[config.mk]
export PLATFORM = sky130hd
export DESIGN_NAME = clint
export DESIGN_NICKNAME = d
export VERILOG_FILES = /design/src/rtl/clint_pkg.sv /design/src/rtl/clint.sv
export SDC_FILE = /design/constraint.sdc
export NUM_CORES = 1
export LEC_CHECK = 0
export BUFFER_PORTS_ARGS = -buffer_cell sky130_fd_sc_hd__buf_2
export CORE_AREA = 2 2 109 111
export CTS_CLUSTER_DIAMETER = 200
export DETAILED_ROUTE_END_ITERATION = 16
export DIE_AREA = 0 0 111 113
export PLACE_DENSITY = 0.75
export SETUP_SLACK_MARGIN = 0.02
export SLEW_MARGIN = 20
export SYNTH_ARGS = -nofsm -noshare
export SYNTH_HDL_FRONTEND = slang
export SYNTH_SLANG_ARGS = --single-unit
[constraint.sdc]
create_clock -name clk -period 10.8 [get_ports clk]
set_input_delay 2.16 -clock clk [delete_from_list [all_inputs] [get_ports clk]]
set_output_delay 2.16 -clock clk [all_outputs]
set_load 0.05 [all_outputs]
[src/rtl/clint_pkg.sv]
// clint_pkg: shared encodings for the core-local interrupt controller.
//   - int_state_t : combinational request class seen at the decode boundary
//   - csr_state_t : registered CSR-update sequencer state
//   - CSR addresses, trap/return instruction encodings, mstatus bit indices
package clint_pkg;

  typedef enum logic [1:0] {
    INT_IDLE,
    INT_SYNC,
    INT_ASYNC,
    INT_MRET
  } int_state_t;

  typedef enum logic [2:0] {
    CSR_IDLE,
    CSR_MEPC,
    CSR_MSTATUS,
    CSR_MCAUSE,
    CSR_MRET
  } csr_state_t;

  localparam logic [11:0] ADDR_MSTATUS = 12'h300;
  localparam logic [11:0] ADDR_MTVEC   = 12'h305;
  localparam logic [11:0] ADDR_MEPC    = 12'h341;
  localparam logic [11:0] ADDR_MCAUSE  = 12'h342;

  localparam logic [31:0] INST_ECALL  = 32'h0000_0073;
  localparam logic [31:0] INST_EBREAK = 32'h0010_0073;
  localparam logic [31:0] INST_MRET   = 32'h3020_0073;

  localparam int MSTATUS_MIE  = 3;
  localparam int MSTATUS_MPIE = 7;

endpackage

[src/rtl/clint.sv]
// clint: core-local interrupt controller.
// Detects ecall/ebreak, mret and enabled external interrupts at decode,
// sequences the mepc/mstatus/mcause writes through the CSR write port and
// redirects the PC to mtvec (trap) or mepc (mret).
// Ports:
//   clk, rst            : clock, synchronous active-high reset
//   int_flag_i          : level-sensitive external interrupt lines
//   inst_i, inst_addr_i : instruction in decode and its address
//   jump_flag_i/addr_i  : EX redirect this cycle (return PC for async traps)
//   div_started_i       : divide in flight, masks async interrupts
//   csr_mtvec_i/mepc_i/mstatus_i : current CSR values
//   hold_flag_o         : pipeline hold request (combinational)
//   we_o, waddr_o, data_o : registered CSR write port
//   int_assert_o, int_addr_o : registered one-cycle PC redirect
module clint
  import clint_pkg::*;
#(
  parameter logic [31:0] CAUSE_ASYNC  = 32'h8000_0004,
  parameter logic [31:0] CAUSE_ECALL  = 32'd11,
  parameter logic [31:0] CAUSE_EBREAK = 32'd3
) (
  input  logic        clk,
  input  logic        rst,
  input  logic [7:0]  int_flag_i,
  input  logic [31:0] inst_i,
  input  logic [31:0] inst_addr_i,
  input  logic        jump_flag_i,
  input  logic [31:0] jump_addr_i,
  input  logic        div_started_i,
  input  logic [31:0] csr_mtvec_i,
  input  logic [31:0] csr_mepc_i,
  input  logic [31:0] csr_mstatus_i,
  output logic        hold_flag_o,
  output logic        we_o,
  output logic [11:0] waddr_o,
  output logic [31:0] data_o,
  output logic        int_assert_o,
  output logic [31:0] int_addr_o
);

  int_state_t  int_state;
  csr_state_t  csr_state;
  logic [31:0] cause_q;

  // Trap entry: save MIE into MPIE, then disable interrupts.
  function automatic logic [31:0] trap_mstatus(input logic [31:0] s);
    logic [31:0] r;
    r               = s;
    r[MSTATUS_MPIE] = s[MSTATUS_MIE];
    r[MSTATUS_MIE]  = 1'b0;
    return r;
  endfunction

  // Trap return: restore MIE from MPIE, set MPIE.
  function automatic logic [31:0] mret_mstatus(input logic [31:0] s);
    logic [31:0] r;
    r               = s;
    r[MSTATUS_MIE]  = s[MSTATUS_MPIE];
    r[MSTATUS_MPIE] = 1'b1;
    return r;
  endfunction

  // Request classification, priority SYNC > MRET > ASYNC.
  always_comb begin
    int_state = INT_IDLE;
    if (inst_i == INST_ECALL || inst_i == INST_EBREAK) begin
      int_state = INT_SYNC;
    end else if (inst_i == INST_MRET) begin
      int_state = INT_MRET;
    end else if (int_flag_i != 8'h00 && csr_mstatus_i[MSTATUS_MIE] && !div_started_i) begin
      int_state = INT_ASYNC;
    end
  end

  assign hold_flag_o = (int_state != INT_IDLE) || (csr_state != CSR_IDLE);

  // The output registers are loaded on the edge that enters a state, so each
  // write is visible during the cycle the sequencer sits in that state; the
  // redirect pulse is loaded on the edge that leaves the final state.
  always_ff @(posedge clk) begin
    if (rst) begin
      csr_state    <= CSR_IDLE;
      cause_q      <= '0;
      we_o         <= 1'b0;
      waddr_o      <= '0;
      data_o       <= '0;
      int_assert_o <= 1'b0;
      int_addr_o   <= '0;
    end else begin
      we_o         <= 1'b0;
      waddr_o      <= '0;
      data_o       <= '0;
      int_assert_o <= 1'b0;
      int_addr_o   <= '0;
      case (csr_state)
        CSR_IDLE: begin
          case (int_state)
            INT_SYNC: begin
              cause_q   <= (inst_i == INST_EBREAK) ? CAUSE_EBREAK : CAUSE_ECALL;
              csr_state <= CSR_MEPC;
              we_o      <= 1'b1;
              waddr_o   <= ADDR_MEPC;
              data_o    <= inst_addr_i;
            end
            INT_ASYNC: begin
              // An interrupt taken under a redirect returns to the jump target.
              cause_q   <= CAUSE_ASYNC;
              csr_state <= CSR_MEPC;
              we_o      <= 1'b1;
              waddr_o   <= ADDR_MEPC;
              data_o    <= jump_flag_i ? jump_addr_i : inst_addr_i;
            end
            INT_MRET: begin
              csr_state <= CSR_MRET;
              we_o      <= 1'b1;
              waddr_o   <= ADDR_MSTATUS;
              data_o    <= mret_mstatus(csr_mstatus_i);
            end
            default: csr_state <= CSR_IDLE;
          endcase
        end
        CSR_MEPC: begin
          csr_state <= CSR_MSTATUS;
          we_o      <= 1'b1;
          waddr_o   <= ADDR_MSTATUS;
          data_o    <= trap_mstatus(csr_mstatus_i);
        end
        CSR_MSTATUS: begin
          csr_state <= CSR_MCAUSE;
          we_o      <= 1'b1;
          waddr_o   <= ADDR_MCAUSE;
          data_o    <= cause_q;
        end
        CSR_MCAUSE: begin
          csr_state    <= CSR_IDLE;
          int_assert_o <= 1'b1;
          int_addr_o   <= csr_mtvec_i;
        end
        CSR_MRET: begin
          csr_state    <= CSR_IDLE;
          int_assert_o <= 1'b1;
          int_addr_o   <= csr_mepc_i;
        end
        default: csr_state <= CSR_IDLE;
      endcase
    end
  end

endmodule
* Word-level counts from Yosys, hierarchy flattened
Index checks and enable logic that the tools add are counted.
** Storage, ports and cells
- Bits in registers :: 113
- Word-level logic and storage cells :: 48
- Bits of input ports :: 204
- Output and inout port bits :: 79
** Cells by class
- Mux-type cells :: 16
- Equal/unequal tests :: 10
- Reductions and logical operators :: 15
** Operator list (count)
- 32-bit case mux with 3 select lines :: 2
- 32-bit case mux with 2 select lines :: 2
- 32-bit by 21-bit == test with 1-bit output (second input constant) :: 1
- 32-bit by 30-bit == test with 1-bit output (second input constant) :: 1
- 32-bit by 7-bit == test with 1-bit output (second input constant) :: 1
- 32-bit 2-to-1 mux :: 1
- 10-bit case mux with 3 select lines :: 1
- 10-bit case mux with 2 select lines :: 1
- 3-bit case mux with 3 select lines :: 1
- 8-bit nonzero test :: 1
- 3-bit by 2-bit == test with 1-bit output (second input constant) :: 2
- 2-bit 2-to-1 mux :: 3
- 3-bit case mux with 2 select lines :: 1
- 2-bit OR reduction :: 3
- 2-bit == test (second input constant) :: 2
- 4-bit 2-to-1 mux :: 1
- 2-bit nonzero test :: 2
- 3-bit by 1-bit == test with 1-bit output (second input constant) :: 1
- 3-bit == test (second input constant) :: 1
- 3-bit logical NOT :: 1
- 3-bit nonzero test :: 1
- 3-bit OR reduction :: 1
- 2-bit by 1-bit == test with 1-bit output (second input constant) :: 1
- 1-bit logical AND :: 2
- other kinds (5) :: 7

* Depth between registers and ports, before layout
- Depth after elaboration :: 10
- Mapped depth :: 12
- Mapped depth without buffers :: 9

* Worst setup path after synthesis
OpenSTA, ideal clock, no wires.
- Path kind :: input port to output port
- Start point :: in inst_i[24]
- End point :: out hold_flag_o
- Required time :: 8.640 ns
- Buffers on the path :: 1
- Setup slack :: 4.566 ns
- Stages on the path :: 7
- Data arrival time :: 4.074 ns
- Path through :: or4_4 and4b_2 clkbuf_1 a21oi_1 or2_2 ha_1 nand2_1
** On the way
- Longest elaborated chain between the ends :: 5
- Elaborated cells between the ends (all ways) :: 8
- Classes of those cells :: eq/ne: 3; mux: 2; reduce/logical: 3
** RTL lines
- start: declaration :: line clint.sv:25 : input logic [31:0] inst_i,
- 32-bit by 30-bit == test with 1-bit output, or another cell as far along :: line clint.sv:68 : end else if (inst_i == INST_MRET) begin
- 2-bit 2-to-1 mux or 1-bit logical OR (tied branches) :: line clint.sv:68, clint.sv:66
- 2-bit 2-to-1 mux (*) :: line clint.sv:66 : if (inst_i == INST_ECALL || inst_i == INST_EBREAK) begin
- 2-bit nonzero test (*) :: line clint.sv:75 : assign hold_flag_o = (int_state != INT_IDLE) || (csr_state != CSR_IDLE);
- 1-bit logical OR (*) :: line clint.sv:75
- end: declaration :: line clint.sv:33 : output logic hold_flag_o,
Every way passes the cells marked *; elsewhere a longest branch is shown, timed or not.

* Final worst setup path
Same ends and word-level chain as after synthesis.

==> metrics <==
clock tree skew after final layout 3.98 ps; Core Box Area 11300 µm²; dpl hpwl 10.0 mm; Max IR drop VDD 65.4 µV; CTS tree yes; dominant cell type by area after synthesis dfxtp_1; clock buffers created by TritonCTS 9; via count 4129; number of nets in the finished design 851; routed length per instance 16.2 µm; worst hold-check path type register to register; Leak 2.78 nW; combined area of all synthesized cells 3720 µm²; GRT Total Usage 20.0%; part of the Yosys area used for sequential elements 39.8%; die area 12500 µm²; register bit count reported by yosys 74; yosys warns 0; total negative setup slack 0 ps; sinks on the clock net 74; maximum clock path buffer count 2; IO Pins 283; fraction of layout cells with a size suffix above 1 51.4%; total power per unit cell area 131 nW/µm²; Synth Instances 392; Via-to-Cell Ratio 5.22; Die H 113 µm; RSZ-0062 raised after global routing false; effective utilization at floorplan 33.0%; # H-tree levels 3; number of input and output port buffers inserted 275; vias in the first global route 4042; violation count after the first detailed-routing iteration 246; Async S/R FF share, synth 0%; endpoints failing hold 0; Worst path slowest cell or4_4; minimum period implied by the final worst setup slack 6290 ps; Initial DRT Pass Iterations 6; post-synthesis average cell area 9.49 µm²; ratio of final minimum period to clock period 58.2%; CP peak stage delay 520 ps; hold-critical path depth 2; ANT nets after route 0; post-CTS resize count 0; insertion delay to the later sink of the worst-skew pair 330 ps; slack of the critical path 4510 ps; Antenna Cells 0; number of maximum-capacitance violations 0; Critical Path Fanout Max 6; Placement Rows 39; number of remaining DRC errors 0; Clock transition at path regs 60 ps; final slew viol count 0; leftover overflow at the end of global routing 0; cell at the root of the clock tree clkbuf_16; pre-CTS setup slack 4500 ps; last weighted congestion value of the routability-driven placer 0.896; layout overhead on the synthesized area 45.2%; category of the worst setup path capture point output port; die extent in x 111 µm; most area-consuming cells after synthesis dfxtp_1, a22oi_1, mux2_2; ordered cell list for the critical path buf_2, or4_4, and4b_2, a21oi_1, or2_2, ha_1, nand2_1, buf_2; Post-synth top flop dfxtp_1; actual transition at the worst max-transition pin 768 ps; Arrival @ worst endpoint 4130 ps; fmax 159 MHz; wirelength, routed 12.8 mm; Filler Cells Inserted 1068; utilization after layout 47.9%; number of antenna violations at the first check in global routing 0; outcome finished clean; number of flops mapped to enable cells by yosys 0; critical path class primary input to output port; library cells used by synthesis 41; total setup violations reported at the end of the flow 0; Register-to-Register Path Depth 5; smallest hold slack 526 ps; first-pass GRT wire length 19.9 mm; Critical Path RT 8640 ps; Critical Path Most Common Cell buf_2; CP Launch Type primary input; worst slew slack as a fraction of its limit 48.8%; number of buffers inserted for hold repair after clock tree synthesis 0; top-area cell type share of the netlist area 39.8%; Post-CTS Repair Setup Buffers 0; maximum number of pins on one net before global-route repair 43
==> worst paths after layout <==
check / startpoint / slack, ps / end
worst max register to register: csr_state[0] / 9000 / data_o[6]
worst min-delay path: cause_q[1] / 530 / cause_q[1]
worst min register to register: cause_q[1] / 530 / cause_q[1]
worst max-delay path: inst_i[24] / 4510 / hold_flag_o
==> critical path: cells and delay by family <==
family	cells	cell delay, ps
adders and majority gates	1	200
and+or+nand+nor	4	1290
AOI/OAI and AO/OA	1	100
buffers and inverters	2	360
==> final cells by class <==
type / count / area, µm² / area share [%]
inverter: 1 / 3.75 / 0.0695
tap: 143 / 179 / 3.31
clock buffer: 13 / 240 / 4.45
clock inverter: 3 / 40.0 / 0.741
sequential: 74 / 1480 / 27.4
multi-input combinational: 277 / 2040 / 37.8
timing repair buffer: 280 / 1410 / 26.2
==> power by group <==
part	switching (mW)	total, mW	internal (mW)
clock	0.110	0.288	0.178
sequential	0.00498	0.286	0.281
combinational	0.0782	0.132	0.0536
total	0.193	0.706	0.513
==> synthesized netlist by cell type (all sizes together), types with 6 or more instances <==
cell and number:
dfxtp 74, a22oi 58, nor2 41, clkbuf 34
a21o 31, mux2 27, o2bb2ai 26, buf 12
nand3 9, nand2 7, nor4 7, o21ai 7
nand2b 6
==> layer usage <==
| metal | GRT usage (%) | routed length (µm) | vias to the layer above |
|---|---|---|---|
| met5 | 0 | 0 | - |
| met4 | 10.5 | 421 | 0 |
| met3 | 4.77 | 1100 | 33 |
| met2 | 36.0 | 6440 | 231 |
| met1 | 22.0 | 4890 | 1898 |
| li1 | - | - | 1967 |
==> stage by stage <==
stage,cell area (µm²),std cells,power (mW)
finish,5400,791,0.706
global route,5400,791,0.736
CTS,5400,791,0.714
detailed placement,5110,775,0.424
global placement,5110,775,0.421
floorplan,3740,398,0.370
==> cells by family (layout without fill, tap and decap cells) <==
| kind of cell | count (synthesis) | in the layout | share of synthesized area [%] |
|---|---|---|---|
| and+or+nand+nor | 100 | 100 | 16.0 |
| muxes | 29 | 29 | 8.71 |
| DFF | 74 | 74 | 39.8 |
| AOI/OAI and AO/OA | 137 | 137 | 27.8 |
| buffers and inverters | 47 | 297 | 6.16 |
| other | 1 | 7 | 0.101 |
| adders and majority gates | 4 | 4 | 1.35 |
==> state kept, by name, summed over array words and instances, names as in the netlist <==
name	cells
data_o	32
int_addr_o	32
cause_q	3
csr_state	3
waddr_o	3
int_assert_o	1
==> layout by cell type (no fill, tap or decap), drive strengths merged, types with 2 or more instances in the layout <==
master,instances
a22o,5
o2bb2ai,26
dfxtp,74
buf,280
ha,4
nor2b,4
clkbuf,13
mux2i,2
nor4b,3
a31oi,3
o21ai,7
nor3,2
mux2,27
nor4,7
nor2,41
conb,7
nor4bb,2
nor3b,3
clkinv,2
nand4,5
a21oi,5
nand2b,6
a22oi,58
nand3,9
nand2,7
a21o,31
or2,3
and4b,2
Power figures use the tool's default switching activity.
